===== src/rtl/jtag_dtm_pkg.sv =====
// Shared definitions for the JTAG debug transport module: instruction codes,
// DMI op/status codes, DTMCS field layout and TAP state encodings.
package jtag_dtm_pkg;

    // Instruction register codes
    localparam logic [4:0] IR_IDCODE      = 5'h01;
    localparam logic [4:0] IR_DTMCS       = 5'h10;
    localparam logic [4:0] IR_DMI         = 5'h11;
    localparam logic [4:0] IR_RESET_VAL   = 5'h01;
    localparam logic [4:0] IR_CAPTURE_VAL = 5'b00001;

    // DMI op field (request) and sticky status codes
    localparam logic [1:0] DMI_OP_READ    = 2'd1;
    localparam logic [1:0] DMI_OP_WRITE   = 2'd2;
    localparam logic [1:0] DMI_STAT_OK    = 2'd0;
    localparam logic [1:0] DMI_STAT_BUSY  = 2'd3;

    // DTMCS field ranges
    localparam int DTMCS_VERSION_LSB = 0;
    localparam int DTMCS_VERSION_MSB = 3;
    localparam int DTMCS_ABITS_LSB   = 4;
    localparam int DTMCS_ABITS_MSB   = 9;
    localparam int DTMCS_STAT_LSB    = 10;
    localparam int DTMCS_STAT_MSB    = 11;
    localparam int DTMCS_IDLE_LSB    = 12;
    localparam int DTMCS_IDLE_MSB    = 14;
    localparam int DTMCS_DMIRESET    = 16;

    localparam logic [3:0] DTMCS_VERSION = 4'd1;
    localparam logic [2:0] DTMCS_IDLE    = 3'd1;

    // IEEE 1149.1 TAP controller states
    typedef enum logic [3:0] {
        TAP_TLR        = 4'h0,
        TAP_RTI        = 4'h1,
        TAP_SEL_DR     = 4'h2,
        TAP_CAPTURE_DR = 4'h3,
        TAP_SHIFT_DR   = 4'h4,
        TAP_EXIT1_DR   = 4'h5,
        TAP_PAUSE_DR   = 4'h6,
        TAP_EXIT2_DR   = 4'h7,
        TAP_UPDATE_DR  = 4'h8,
        TAP_SEL_IR     = 4'h9,
        TAP_CAPTURE_IR = 4'hA,
        TAP_SHIFT_IR   = 4'hB,
        TAP_EXIT1_IR   = 4'hC,
        TAP_PAUSE_IR   = 4'hD,
        TAP_EXIT2_IR   = 4'hE,
        TAP_UPDATE_IR  = 4'hF
    } tap_state_e;

    // Data register selected by the committed instruction
    typedef enum logic [1:0] {
        DR_BYPASS = 2'd0,
        DR_IDCODE = 2'd1,
        DR_DTMCS  = 2'd2,
        DR_DMI    = 2'd3
    } dr_sel_e;

    function automatic dr_sel_e decode_ir(input logic [4:0] ir);
        case (ir)
            IR_IDCODE: return DR_IDCODE;
            IR_DTMCS:  return DR_DTMCS;
            IR_DMI:    return DR_DMI;
            default:   return DR_BYPASS;
        endcase
    endfunction

    function automatic logic [31:0] dtmcs_word(input logic [1:0] stat, input int abits);
        logic [31:0] w;
        w = '0;
        w[DTMCS_VERSION_MSB:DTMCS_VERSION_LSB] = DTMCS_VERSION;
        w[DTMCS_ABITS_MSB:DTMCS_ABITS_LSB]     = 6'(abits);
        w[DTMCS_STAT_MSB:DTMCS_STAT_LSB]       = stat;
        w[DTMCS_IDLE_MSB:DTMCS_IDLE_LSB]       = DTMCS_IDLE;
        return w;
    endfunction

endpackage


===== src/rtl/jtag_dtm_if.sv =====
// DMI request/response bus between the DTM (master) and the debug module (slave).
interface jtag_dtm_if #(
    parameter int ABITS = 7
);
    logic             valid;
    logic             ready;
    logic             write;
    logic [ABITS-1:0] addr;
    logic [31:0]      wdata;
    logic [31:0]      rdata;

    modport master (output valid, write, addr, wdata, input  ready, rdata);
    modport slave  (input  valid, write, addr, wdata, output ready, rdata);
endinterface


===== src/rtl/jtag_tap.sv =====
// IEEE 1149.1 TAP controller plus instruction register, stepped by the
// oversampled tck rising-edge pulse.
module jtag_tap
    import jtag_dtm_pkg::*;
(
    input  logic       clk,
    input  logic       resetn,
    input  logic       tck_rise,
    input  logic       tms,
    input  logic       tdi,
    output tap_state_e state,
    output logic       capture_dr,
    output logic       shift_dr,
    output logic       update_dr,
    output logic       capture_ir,
    output logic       shift_ir,
    output logic       update_ir,
    output logic [4:0] ir,
    output logic       ir_tdo
);

    tap_state_e state_q, state_d;
    logic [4:0] ir_q, ir_d;
    logic [4:0] ir_sr_q, ir_sr_d;

    // State, committed IR and IR shift register
    always_ff @(posedge clk) begin
        if (!resetn) begin
            state_q <= TAP_TLR;
            ir_q    <= IR_RESET_VAL;
            ir_sr_q <= '0;
        end else begin
            state_q <= state_d;
            ir_q    <= ir_d;
            ir_sr_q <= ir_sr_d;
        end
    end

    // Next-state transitions and per-state action strobes
    always_comb begin
        state_d    = state_q;
        capture_dr = 1'b0;
        shift_dr   = 1'b0;
        update_dr  = 1'b0;
        capture_ir = 1'b0;
        shift_ir   = 1'b0;
        update_ir  = 1'b0;
        if (tck_rise) begin
            capture_dr = (state_q == TAP_CAPTURE_DR);
            shift_dr   = (state_q == TAP_SHIFT_DR);
            update_dr  = (state_q == TAP_UPDATE_DR);
            capture_ir = (state_q == TAP_CAPTURE_IR);
            shift_ir   = (state_q == TAP_SHIFT_IR);
            update_ir  = (state_q == TAP_UPDATE_IR);
            case (state_q)
                TAP_TLR:        state_d = tms ? TAP_TLR      : TAP_RTI;
                TAP_RTI:        state_d = tms ? TAP_SEL_DR   : TAP_RTI;
                TAP_SEL_DR:     state_d = tms ? TAP_SEL_IR   : TAP_CAPTURE_DR;
                TAP_CAPTURE_DR: state_d = tms ? TAP_EXIT1_DR : TAP_SHIFT_DR;
                TAP_SHIFT_DR:   state_d = tms ? TAP_EXIT1_DR : TAP_SHIFT_DR;
                TAP_EXIT1_DR:   state_d = tms ? TAP_UPDATE_DR : TAP_PAUSE_DR;
                TAP_PAUSE_DR:   state_d = tms ? TAP_EXIT2_DR : TAP_PAUSE_DR;
                TAP_EXIT2_DR:   state_d = tms ? TAP_UPDATE_DR : TAP_SHIFT_DR;
                TAP_UPDATE_DR:  state_d = tms ? TAP_SEL_DR   : TAP_RTI;
                TAP_SEL_IR:     state_d = tms ? TAP_TLR      : TAP_CAPTURE_IR;
                TAP_CAPTURE_IR: state_d = tms ? TAP_EXIT1_IR : TAP_SHIFT_IR;
                TAP_SHIFT_IR:   state_d = tms ? TAP_EXIT1_IR : TAP_SHIFT_IR;
                TAP_EXIT1_IR:   state_d = tms ? TAP_UPDATE_IR : TAP_PAUSE_IR;
                TAP_PAUSE_IR:   state_d = tms ? TAP_EXIT2_IR : TAP_PAUSE_IR;
                TAP_EXIT2_IR:   state_d = tms ? TAP_UPDATE_IR : TAP_SHIFT_IR;
                TAP_UPDATE_IR:  state_d = tms ? TAP_SEL_DR   : TAP_RTI;
                default:        state_d = TAP_TLR;
            endcase
        end
    end

    // IR capture/shift and commit; Test-Logic-Reset forces IDCODE
    always_comb begin
        ir_sr_d = ir_sr_q;
        ir_d    = ir_q;
        if (capture_ir) begin
            ir_sr_d = IR_CAPTURE_VAL;
        end else if (shift_ir) begin
            ir_sr_d = {tdi, ir_sr_q[4:1]};
        end
        if (state_q == TAP_TLR) begin
            ir_d = IR_RESET_VAL;
        end else if (update_ir) begin
            ir_d = ir_sr_q;
        end
    end

    assign state  = state_q;
    assign ir     = ir_q;
    assign ir_tdo = ir_sr_q[0];

endmodule


===== src/rtl/jtag_dtm.sv =====
// JTAG debug transport module: oversamples the JTAG pins on clk, runs the TAP,
// and turns DMI scans into DMI bus requests with sticky busy status.
module jtag_dtm
    import jtag_dtm_pkg::*;
#(
    parameter logic [31:0] IDCODE = 32'h0000_0001,
    parameter int          ABITS  = 7
) (
    input  logic       clk,
    input  logic       resetn,
    input  logic       tck,
    input  logic       tms,
    input  logic       tdi,
    output logic       tdo,
    jtag_dtm_if.master dmi
);

    localparam int DRW = ABITS + 34;

    logic [2:0]       tck_sync_q, tck_sync_d;
    logic [1:0]       tms_sync_q, tms_sync_d;
    logic [1:0]       tdi_sync_q, tdi_sync_d;
    logic             tck_rise, tck_fall, tms_s, tdi_s;

    tap_state_e       tap_state;
    logic             capture_dr, shift_dr, update_dr;
    logic             capture_ir, shift_ir, update_ir;
    logic [4:0]       ir;
    logic             ir_tdo;
    dr_sel_e          dr_sel;

    logic [DRW-1:0]   dr_q, dr_d;
    logic             tdo_q, tdo_d;
    logic             valid_q, valid_d;
    logic             write_q, write_d;
    logic [ABITS-1:0] addr_q, addr_d;
    logic [31:0]      wdata_q, wdata_d;
    logic [31:0]      rdata_q, rdata_d;
    logic [1:0]       status_q, status_d;

    logic             xfer, busy;
    logic [1:0]       upd_op;
    logic [31:0]      upd_data;
    logic [ABITS-1:0] upd_addr;

    // The IR strobes are consumed inside the TAP; collected here so the
    // exported strobes are not flagged as dangling.
    logic unused_ir_strobes;
    assign unused_ir_strobes = ^{capture_ir, shift_ir, update_ir};

    // Synchronizer shift: two stages per pin, plus a third tck stage for edge detection
    always_comb begin
        tck_sync_d = {tck_sync_q[1:0], tck};
        tms_sync_d = {tms_sync_q[0], tms};
        tdi_sync_d = {tdi_sync_q[0], tdi};
    end

    assign tck_rise = tck_sync_q[1] & ~tck_sync_q[2];
    assign tck_fall = ~tck_sync_q[1] & tck_sync_q[2];
    assign tms_s    = tms_sync_q[1];
    assign tdi_s    = tdi_sync_q[1];

    jtag_tap u_tap (
        .clk        (clk),
        .resetn     (resetn),
        .tck_rise   (tck_rise),
        .tms        (tms_s),
        .tdi        (tdi_s),
        .state      (tap_state),
        .capture_dr (capture_dr),
        .shift_dr   (shift_dr),
        .update_dr  (update_dr),
        .capture_ir (capture_ir),
        .shift_ir   (shift_ir),
        .update_ir  (update_ir),
        .ir         (ir),
        .ir_tdo     (ir_tdo)
    );

    assign dr_sel   = decode_ir(ir);
    assign xfer     = valid_q & dmi.ready;
    // A transfer in this cycle retires the request before a new scan is judged
    assign busy     = valid_q & ~dmi.ready;
    assign upd_op   = dr_q[1:0];
    assign upd_data = dr_q[33:2];
    assign upd_addr = dr_q[DRW-1:34];

    // All state registers
    always_ff @(posedge clk) begin
        if (!resetn) begin
            tck_sync_q <= '0;
            tms_sync_q <= '0;
            tdi_sync_q <= '0;
            dr_q       <= '0;
            tdo_q      <= 1'b0;
            valid_q    <= 1'b0;
            write_q    <= 1'b0;
            addr_q     <= '0;
            wdata_q    <= '0;
            rdata_q    <= '0;
            status_q   <= DMI_STAT_OK;
        end else begin
            tck_sync_q <= tck_sync_d;
            tms_sync_q <= tms_sync_d;
            tdi_sync_q <= tdi_sync_d;
            dr_q       <= dr_d;
            tdo_q      <= tdo_d;
            valid_q    <= valid_d;
            write_q    <= write_d;
            addr_q     <= addr_d;
            wdata_q    <= wdata_d;
            rdata_q    <= rdata_d;
            status_q   <= status_d;
        end
    end

    // Data register capture and LSB-first shift; length depends on the instruction
    always_comb begin
        dr_d = dr_q;
        if (capture_dr) begin
            case (dr_sel)
                DR_IDCODE: dr_d = DRW'(IDCODE);
                DR_DTMCS:  dr_d = DRW'(dtmcs_word(status_q, ABITS));
                DR_DMI:    dr_d = {addr_q, rdata_q, (busy ? DMI_STAT_BUSY : status_q)};
                default:   dr_d = '0;
            endcase
        end else if (shift_dr) begin
            case (dr_sel)
                DR_IDCODE, DR_DTMCS: dr_d = DRW'({tdi_s, dr_q[31:1]});
                DR_DMI:              dr_d = {tdi_s, dr_q[DRW-1:1]};
                default:             dr_d = DRW'(tdi_s);
            endcase
        end
    end

    // tdo changes on tck falling edges only; quiet outside the shift states
    always_comb begin
        tdo_d = tdo_q;
        if (tck_fall) begin
            if (tap_state == TAP_SHIFT_IR) begin
                tdo_d = ir_tdo;
            end else if (tap_state == TAP_SHIFT_DR) begin
                tdo_d = dr_q[0];
            end else begin
                tdo_d = 1'b0;
            end
        end
    end

    // DMI request tracking: retire on transfer, then accept or reject new scans
    always_comb begin
        valid_d  = valid_q;
        write_d  = write_q;
        addr_d   = addr_q;
        wdata_d  = wdata_q;
        rdata_d  = rdata_q;
        status_d = status_q;
        if (xfer) begin
            valid_d = 1'b0;
            if (!write_q) begin
                rdata_d = dmi.rdata;
            end
        end
        if (capture_dr && dr_sel == DR_DMI && busy) begin
            status_d = DMI_STAT_BUSY;
        end
        if (update_dr) begin
            if (dr_sel == DR_DTMCS) begin
                if (dr_q[DTMCS_DMIRESET]) begin
                    status_d = DMI_STAT_OK;
                end
            end else if (dr_sel == DR_DMI) begin
                if (busy) begin
                    status_d = DMI_STAT_BUSY;
                end else if (status_q == DMI_STAT_OK &&
                             (upd_op == DMI_OP_READ || upd_op == DMI_OP_WRITE)) begin
                    valid_d = 1'b1;
                    write_d = (upd_op == DMI_OP_WRITE);
                    addr_d  = upd_addr;
                    wdata_d = upd_data;
                end
            end
        end
    end

    assign tdo       = tdo_q;
    assign dmi.valid = valid_q;
    assign dmi.write = write_q;
    assign dmi.addr  = addr_q;
    assign dmi.wdata = wdata_q;

endmodule


===== src/flat_wrapper.sv =====
// flat-port wrapper written by rule: the top's interface ports become plain ports
module jtag_dtm_flat import jtag_dtm_pkg::*;
#(
    parameter logic [31:0] IDCODE = 32'h0000_0001,
    parameter int          ABITS  = 7
)
  (clk, resetn, tck, tms, tdi, tdo, dmi_valid, dmi_write, dmi_addr, dmi_wdata, dmi_ready, dmi_rdata);
  jtag_dtm_if #(.ABITS(ABITS)) dmi_i ();
  input  logic clk;
  input  logic resetn;
  input  logic tck;
  input  logic tms;
  input  logic tdi;
  output logic tdo;
  output wire logic [$bits(dmi_i.valid)-1:0] dmi_valid;
  output wire logic [$bits(dmi_i.write)-1:0] dmi_write;
  output wire logic [$bits(dmi_i.addr)-1:0] dmi_addr;
  output wire logic [$bits(dmi_i.wdata)-1:0] dmi_wdata;
  input wire logic [$bits(dmi_i.ready)-1:0] dmi_ready;
  input wire logic [$bits(dmi_i.rdata)-1:0] dmi_rdata;
  assign dmi_valid = dmi_i.valid;
  assign dmi_write = dmi_i.write;
  assign dmi_addr = dmi_i.addr;
  assign dmi_wdata = dmi_i.wdata;
  assign dmi_i.ready = dmi_ready;
  assign dmi_i.rdata = dmi_rdata;
  jtag_dtm #(.IDCODE(IDCODE), .ABITS(ABITS)) u_core (.clk(clk), .resetn(resetn), .tck(tck), .tms(tms), .tdi(tdi), .tdo(tdo), .dmi(dmi_i));
endmodule

===== config.mk =====
export PLATFORM = sky130hd
export DESIGN_NAME = jtag_dtm_flat
export DESIGN_NICKNAME = d
export VERILOG_FILES = /design/src/rtl/jtag_dtm_pkg.sv /design/src/rtl/jtag_dtm_if.sv /design/src/rtl/jtag_tap.sv /design/src/rtl/jtag_dtm.sv /design/src/flat_wrapper.sv
export SDC_FILE = /design/constraint.sdc
export NUM_CORES = 1
export LEC_CHECK = 0
export CAP_MARGIN = 20
export CELL_PAD_IN_SITES_DETAIL_PLACEMENT = 0
export CELL_PAD_IN_SITES_GLOBAL_PLACEMENT = 2
export CORE_MARGIN = 10
export CORE_UTILIZATION = 33
export CTS_BUF_LIST = sky130_fd_sc_hd__clkbuf_16
export DETAILED_ROUTE_END_ITERATION = 8
export PLACE_DENSITY_LB_ADDON = 0.1
export SETUP_SLACK_MARGIN = 0.4
export SLEW_MARGIN = 0
export SYNTH_ARGS = -nofsm -noshare
export SYNTH_HDL_FRONTEND = slang
export SYNTH_HIERARCHICAL = 1
export SYNTH_SLANG_ARGS = --single-unit

===== constraint.sdc =====
create_clock -name clk -period 2.9 [get_ports clk]
set_clock_uncertainty 0.05 [all_clocks]
set_input_delay 0.435 -clock clk [delete_from_list [all_inputs] [get_ports clk]]
set_output_delay 0.435 -clock clk [all_outputs]
set_load 0.02 [all_outputs]

==> metrics.cfg <==
[run_status]
status=complete, no violations

[power]
p_per_area_nw_per_um2=559
p_total_mw=4.27
power_leakage_nw=2.69
irDropWorstVdd_mv=0.451

[placement]
place_congestion=0.763
dp_cells=959
post-place-ws_ns=0.477
postPlaceCellArea_um2=7020
hpwl_mm=10.4
numPortBuffers=79

[die]
boundaryPins=80
die_w_um=155
row_count=49
die_area_um2=23900
core_area_um2=17900
initial_utilization_pct=33.4
die_y_um=155

[synth]
syn_inst=683
yosys_warnings=6
syn_nets=724
syn_area_um2=5980
syn_avg_cell_area_um2=8.76

[grt]
grt_use_total_pct=13.2
antenna_found_initial=0
grt_overflow=0
grt_start_max_net_pins=58
grt_pass1_vias=5006
grt_pass1_wl_mm=25.8

[timing]
finalCritPeriodShare_pct=80.7
rsz0062_at_grt=true
layout_setup_ws_ns=0.559
hold_violations=0
max_freq_ghz=0.427
setup_tns_ns=0
worst_pin_slew_ns=0.667
slew_viol_final=0
relSlewSlack_pct=55.5
finalSetupViolCount=0
layout_min_cycle_time_ns=2.34

[worst_setup_path]
crit_path_max_fanout=27
critPathCaptureType=flip-flop
critPathKind=reg -> reg
arrival_ns=2.64
rr_worst_depth=8
slowest_delay_ns=0.43
path_cells=nor4b_4 -> inv_2 -> ha_1 -> or3b_1 -> o32ai_4 -> buf_8 -> a221oi_1 -> nor2_1
crit_slowest_cell=or3b_1
required_ns=3.20
cp-start-kind=flip-flop

[route]
dr.pass1.iters=4
antenna_left=0
drt-vias-per-instance=5.00
route.vias.total=4947
drc_errors=0
wl_per_cell_um=15.7
totalWireLength_mm=15.5
drtIter0Drc=220

[hold_path]
whs_path_depth=1
hold_class=reg -> reg

[cells_and_area]
area_delta_synth_final_pct=27.6
layout-drive-gt1-share_pct=9.99
n_antenna_cell=0
finalNonFillerCells=990
nNetsFinal=790
fin_area_um2=7630

[cts]
clk_pin_slew_ns=0.06
hold_buffers=0
clock_latency_ns=0.42
cts_sinks=138
cts_made_buffers=17
cts_tree=yes
cts_max_path_buffers=2
cts.htree.levels=4
cts_root_buf=clkbuf_16

[run]
max-cap-violations=0

final cells by class:
cell class	count	area, µm²
multi-input combinational	481	2930
tap	229	287
inverter	12	45.0
timing repair buffer	99	1000
clock inverter	14	180
clock buffer	17	425
fill	1757	10300
sequential	138	2760
placed cells by master (no fill, tap or decap), drive strengths merged, types with 15 or more instances in the layout:
master / n
a21boi: 43
a221oi: 25
buf: 21
clkbuf: 17
clkdlybuf4s50: 78
dfxtp: 138
mux2i: 49
nand2: 171
nand3: 15
nor2: 40
o21ai: 40
repair_timing:
| item | in CTS | in global routing |
|---|---|---|
| endpoints found under the hold margin | 0 | 0 |
| setup endpoints to repair | 0 | 67 |
| setup buffers | 0 | 0 |
| resized for setup | 0 | 4 |
stage by stage:
step	hold slack, ns	util (%)
after floorplan	0.362	-
after global routing	0.393	42.6
after detailed placement	0.373	39.2
after global placement	0.366	39.0
after CTS	0.386	42.6
final	0.380	42.6
registers in the layout, summed over array words and instances, names as in the netlist:
signal / cells
u_core/dr_q: 41
u_core/dmi.wdata: 32
u_core/rdata_q: 32
u_core/dmi.addr: 7
u_core/u_tap/ir: 5
u_core/u_tap/ir_sr_q: 5
u_core/u_tap/state: 4
u_core/tck_sync_q: 3
u_core/status_q: 2
u_core/tdi_sync_q: 2
u_core/tms_sync_q: 2
u_core/dmi.valid: 1
u_core/dmi.write: 1
u_core/tdo: 1
per-layer routing:
layer | vias to the layer above | routed length (µm) | GRT usage (%) | part of all wire [%]
met3 | 10 | 703 | 4.38 | 4.5
met4 | 0 | 138 | 4.36 | 0.89
met1 | 2361 | 7120 | 15.9 | 46
li1 | 2484 | - | - | -
met2 | 92 | 7570 | 21.5 | 49
met5 | - | 0 | 0 | 0
worst max-delay path: cells and delay by family (launching register included):
family | cells | cell delay, ns
AOI/OAI and AO/OA | 2 | 0.24
buffers and inverters | 2 | 0.35
adders and majority gates | 1 | 0.33
and+or+nand+nor | 3 | 0.94
DFF | 1 | 0.35
worst paths after layout:
kind	startpoint	endpoint	slack (ns)
setup / recovery	u_core/u_tap/ir[3]$_SDFFE_PP0P_	u_core/dr_q[17]$_SDFFE_PN0P_	0.56
hold / removal	u_core/tms_sync_q[0]$_SDFF_PN0_	u_core/tms_sync_q[1]$_SDFF_PN0_	0.38
setup reg to reg	u_core/u_tap/ir[3]$_SDFFE_PP0P_	u_core/dr_q[17]$_SDFFE_PN0P_	0.56
hold reg to reg	u_core/tms_sync_q[0]$_SDFF_PN0_	u_core/tms_sync_q[1]$_SDFF_PN0_	0.38
power by group:
group | internal, mW | switching [mW] | total (mW)
clock network | 1.42 | 0.820 | 2.24
registers | 1.90 | 0.00496 | 1.91
logic | 0.0651 | 0.0542 | 0.119
total | 3.39 | 0.879 | 4.27
No activity file was read; power rests on OpenSTA's default activity.
